## config.mk

```make
export PLATFORM = sky130hd
export DESIGN_NAME = bar_flash_sched
export DESIGN_NICKNAME = d
export VERILOG_FILES = /design/src/rtl/bar_flash_sched.sv
export SDC_FILE = /design/constraint.sdc
export NUM_CORES = 1
export LEC_CHECK = 0
export CAP_MARGIN = 20
export CORE_ASPECT_RATIO = 0.8
export CORE_UTILIZATION = 25
export CTS_CLUSTER_SIZE = 16
export DETAILED_ROUTE_END_ITERATION = 7
export MAX_ROUTING_LAYER = met4
export SLEW_MARGIN = 20
export SYNTH_ARGS = -nofsm -noshare
export SYNTH_HDL_FRONTEND = slang
export SYNTH_SLANG_ARGS = --single-unit
```

## constraint.sdc

```tcl
create_clock -name clk_25 -period 4 [get_ports clk_25]
set_clock_uncertainty 0.1 [all_clocks]
set_input_delay 0.8 -clock clk_25 [delete_from_list [all_inputs] [get_ports clk_25]]
set_output_delay 0.8 -clock clk_25 [all_outputs]
set_load 0.01 [all_outputs]
```

## src/rtl/bar_flash_sched.sv

```systemverilog
// Per-bar flash scheduler for a VGA xylophone: latches bar hits, grants one
// flash per frame in round-robin order during vblank and decays flash timers.
module bar_flash_sched #(
  parameter int NUM_BARS     = 8,
  parameter int FLASH_FRAMES = 30,
  parameter int V_ACTIVE     = 480
) (
  input  logic                clk_25,
  input  logic                rst,
  input  logic [9:0]          pixel_y,
  input  logic [NUM_BARS-1:0] hit_req,
  output logic [NUM_BARS-1:0] bar_active,
  output logic                grant_pulse,
  output logic [2:0]          grant_id,
  output logic                frame_tick,
  output logic [19:0]         frame_count
);

  localparam int PTR_W = (NUM_BARS > 1) ? $clog2(NUM_BARS) : 1;

  typedef enum logic [1:0] {WAIT_VBL, DECAY, GRANT, WAIT_ACT} state_t;

  state_t              state;
  logic [NUM_BARS-1:0] pending;
  logic [5:0]          timer [NUM_BARS];
  logic [PTR_W-1:0]    rr_ptr;
  logic [19:0]         frame_cnt;

  logic                vblank;
  logic                sel_found;
  logic [PTR_W-1:0]    sel_idx;
  logic [PTR_W-1:0]    rr_next;
  logic [NUM_BARS-1:0] sel_mask;

  assign vblank      = ({22'd0, pixel_y} >= 32'(V_ACTIVE));
  assign frame_count = frame_cnt;

  // Round-robin pick: first pending bar at or above rr_ptr, wrapping to 0.
  always_comb begin
    sel_found = 1'b0;
    sel_idx   = '0;
    for (int k = 0; k < NUM_BARS; k++) begin
      int idx;
      idx = int'(rr_ptr) + k;
      if (idx >= NUM_BARS) idx = idx - NUM_BARS;
      if (!sel_found && pending[idx]) begin
        sel_found = 1'b1;
        sel_idx   = PTR_W'(idx);
      end
    end
  end

  always_comb begin
    rr_next  = (int'(sel_idx) == NUM_BARS - 1) ? '0 : sel_idx + 1'b1;
    sel_mask = sel_found ? (NUM_BARS'(1) << sel_idx) : '0;
  end

  always_comb begin
    bar_active = '0;
    for (int i = 0; i < NUM_BARS; i++) bar_active[i] = (timer[i] != 6'd0);
  end

  always_ff @(posedge clk_25 or negedge rst) begin
    if (!rst) begin
      state       <= WAIT_ACT;
      pending     <= '0;
      for (int i = 0; i < NUM_BARS; i++) timer[i] <= 6'd0;
      rr_ptr      <= '0;
      grant_id    <= 3'd0;
      grant_pulse <= 1'b0;
      frame_tick  <= 1'b0;
      frame_cnt   <= 20'd0;
    end else begin
      grant_pulse <= 1'b0;
      frame_tick  <= 1'b0;
      pending     <= pending | hit_req;
      case (state)
        WAIT_VBL: if (vblank) state <= DECAY;
        DECAY: begin
          for (int i = 0; i < NUM_BARS; i++)
            if (timer[i] != 6'd0) timer[i] <= timer[i] - 6'd1;
          frame_tick <= 1'b1;
          frame_cnt  <= frame_cnt + 20'd1;
          state      <= GRANT;
        end
        GRANT: begin
          if (sel_found) begin
            timer[sel_idx] <= 6'(FLASH_FRAMES);
            // A hit landing in this same cycle re-arms the bar just served.
            pending        <= (pending & ~sel_mask) | hit_req;
            grant_id       <= 3'(sel_idx);
            grant_pulse    <= 1'b1;
            rr_ptr         <= rr_next;
          end
          state <= WAIT_ACT;
        end
        WAIT_ACT: if (!vblank) state <= WAIT_VBL;
        default:  state <= WAIT_ACT;
      endcase
    end
  end

endmodule

```

==> impl_metrics.py <==
metrics = {
    "power": {
        "power.net_switching_w": 0.00219,
        "p_total_w": 0.00497,
        "clkPwrFrac": 0.178,
        "internal-power_w": 0.00278,
        "p_leak_nw": 2.64,
        "ir_worst_vdd_mv": 0.283,
        "powerDensity_mw_per_mm2": 760,
        "seqPwrFrac": 0.293,
        "switching_share": 0.440,
        "combPwrFrac": 0.530,
    },
    "cts": {
        "cts_tree": "yes",
        "htree_levels": 3,
        "numCtsBuffers": 9,
        "ctsResizeCount": 0,
        "cts_root_buffer": "clkbuf_16",
        "clock-sinks": 86,
        "cts_buffer_depth": 2,
        "cts_setup_buffers": 0,
        "clkSlewWorstSetupHoldPaths_ps": 70,
        "clk-insertion-delay-late_ps": 350,
        "cts_hold_buf": 0,
    },
    "detailed_routing": {
        "via_per_inst": 5.00,
        "totalWireLength_um": 13000,
        "ant_nets": 0,
        "vias": 4551,
        "wl_per_cell_um": 14.3,
        "drcViolationCount": 0,
        "dr.pass1.iters": 5,
        "drt_iter0_markers": 282,
    },
    "die": {
        "ios": 53,
        "coreArea_mm2": 0.0210,
        "num_rows": 47,
        "dieArea_mm2": 0.0223,
        "dieHeight_um": 134,
        "dieWidth_um": 167,
        "start_util": 0.259,
    },
    "setup_path": {
        "worstSetupEndpoint": "timer[11]",
        "crit_chain": "inv_1, ha_2, mux4_2, nor2_1, mux4_2, and4_4, and3_1, o22a_1, nor2_1, nand3b_1, a31o_2",
        "worstPathRequired_ps": 4140,
        "arrival_ps": 3930,
        "max_stage_delay_ps": 520,
        "crit_type": "flop to flop",
        "crit_path_end_kind": "flop",
        "startpoint_type": "flop",
        "worstSetupStartpoint": "rr_ptr[1]",
        "critPathSlowestCell": "mux4_2",
        "r2r-start": "rr_ptr[1]",
        "r2r_setup_slack_ps": 200,
        "r2r.worst_path.cells": 11,
        "crit_fanout": 8,
        "reg2reg_to": "timer[11]",
    },
    "logic_synthesis": {
        "synth_edf_count": 0,
        "syn_area_mm2": 0.00543,
        "synth_top_area_share": 0.387,
        "synth_top_area_cell": "dfrtp_1",
        "synth_common_cells": "dfrtp_1 (84), nor2_1 (58), o21ai_0 (45), nand3_1 (43), nand2_1 (40)",
        "netlist_instances": 585,
        "avgSynthCellArea_um2": 9.28,
        "ys_types": 67,
        "yosysMostFrequentCell": "dfrtp_1",
        "synthTopCellsByArea": "dfrtp_1 (39%), ha_1 (5.3%), o21ai_0 (4.1%)",
        "ys_seq_area_frac": 0.397,
        "synth-seq-cells": 86,
        "synthArstFlopShare": 1.00,
        "synth_ff_type": "dfrtp_1",
        "synth_warnings": 0,
        "synth.net_count": 628,
    },
    "timing": {
        "tightest_slew_ps": 635,
        "slew_headroom": 0.571,
        "rsz0062_at_grt": "no",
        "timing.fmax_ghz": 0.263,
        "slew_violations": 0,
        "finalSetupTns_ps": 0,
        "hold_violations": 0,
        "post-route-period-util": 0.949,
        "period_minus_slack_ps": 3800,
        "setup_viol": 0,
    },
    "place": {
        "gp_congestion": 0.860,
        "port_buffers": 47,
        "place_hpwl_um": 9490,
    },
    "global_route": {
        "gr-total-overflow": 0,
        "grt_pass1_vias": 4199,
        "grt_use_total": 0.126,
        "grt_first_pass_wirelength_um": 21700,
        "grt_max_degree": 35,
        "antenna_found_initial": 0,
    },
    "finish": {
        "fillers": 2158,
        "seq_area_mm2": 0.00215,
        "multi_input_area_mm2": 0.00303,
        "drive_gt1_frac": 0.103,
        "n_antenna_cell": 0,
        "area_growth_pct": 20.4,
        "nNetsFinal": 680,
    },
    "run_status": {
        "status": "completed",
    },
    "run": {
        "drv_cap": 0,
    },
    "hold_path": {
        "hp-class": "primary input to asynchronous set/reset pin",
    },
}
[critical path: cells and delay by family (launching register included)]
kind	cells	cell delay (ps)
flops	1	370
mux	2	880
simple gates	5	1160
fa+ha+maj	1	380
buf+inv	1	150
compound gates	2	620
[layer usage]
layer / global-route usage / wire, um / vias up
li1: - / - / 2242
met1: 0.176 / 6750 / 2237
met2: 0.182 / 5790 / 65
met3: 0.0333 / 398 / 7
met4: 0.0267 / 103 / 0
met5: - / 0 / -
[registers in the layout, summed over array words and instances (netlist names)]
signal and cells:
grant_id 3, rr_ptr 3, frame_count 20, frame_tick 1, state 2, grant_pulse 1
timer 48, pending 8
[area by class of cell]
| type | count | area share |
|---|---|---|
| flip-flops and latches | 86 | 0.330 |
| well taps | 269 | 0.0515 |
| inverters | 36 | 0.0207 |
| clock inverters | 6 | 0.0103 |
| clock buffers | 10 | 0.0366 |
| multi-input cells | 443 | 0.464 |
| repair buffers | 61 | 0.0877 |
[logic make-up (layout without fill, tap and decap cells)]
| logic type | after synthesis | after routing | share of synthesized area |
|---|---|---|---|
| AOI/OAI and AO/OA | 152 | 152 | 0.186 |
| xor gates and xnor gates | 24 | 24 | 0.0387 |
| adders and majority gates | 23 | 23 | 0.0530 |
| buffers and inverters | 56 | 113 | 0.0456 |
| DFF | 86 | 86 | 0.397 |
| muxes | 31 | 31 | 0.0828 |
| and+or+nand+nor | 213 | 213 | 0.197 |
[worst min path at each step]
stage / start / end / slack (ps) / cells past startpoint
after floorplan: timer[1] / timer[1] / 390 / 1
after global placement: frame_count[19] / frame_count[19] / 360 / 1
after detailed placement: frame_count[19] / frame_count[19] / 360 / 1
after CTS: rst / timer[8] / 310 / 1
after global routing: rst / timer[10] / 330 / 1
final: rst / timer[10] / 310 / 1
[power by group through the flow]
stage | registers [W] | logic, W | clock network (W)
floorplan | 0.00141 | 0.00197 | 0
global placement | 0.00146 | 0.00257 | 0
detailed placement | 0.00146 | 0.00262 | 0
CTS | 0.00145 | 0.00263 | 0.000918
global route | 0.00151 | 0.00296 | 0.000946
finish | 0.00145 | 0.00263 | 0.000883
[cell usage in the layout, fill, tap and decap left out, types with 7 or more instances in the layout]
master / n
clkdlybuf4s50_1: 46
a21o_1: 12
nand3_1: 43
nor3b_1: 9
nor4_1: 11
nor2b_1: 9
ha_1: 22
nand4_1: 7
a31o_2: 8
inv_1: 34
nor3_1: 9
xnor2_1: 15
buf_4: 15
xor2_1: 9
nand2_1: 40
o21ai_0: 45
mux2i_1: 16
clkbuf_16: 9
a31oi_1: 9
dfrtp_1: 84
and3_1: 9
a21oi_1: 38
nor2_1: 58
mux4_2: 8
[stage by stage]
| step | hold slack [ps] | cells | util | worst slack, ps | cell area [um^2] |
|---|---|---|---|---|---|
| 2_1_floorplan | 393 | 585 | - | 310 | 5430 |
| 3_3_place_gp | 364 | 895 | 0.297 | 240 | 6220 |
| 3_5_place_dp | 364 | 895 | 0.297 | 201 | 6220 |
| 4_1_cts | 310 | 911 | 0.311 | 165 | 6530 |
| 5_1_grt | 333 | 911 | 0.311 | 27.2 | 6540 |
| 6_report | 306 | 911 | 0.311 | 204 | 6540 |
Note: power is estimated with default switching activity, not from simulation.
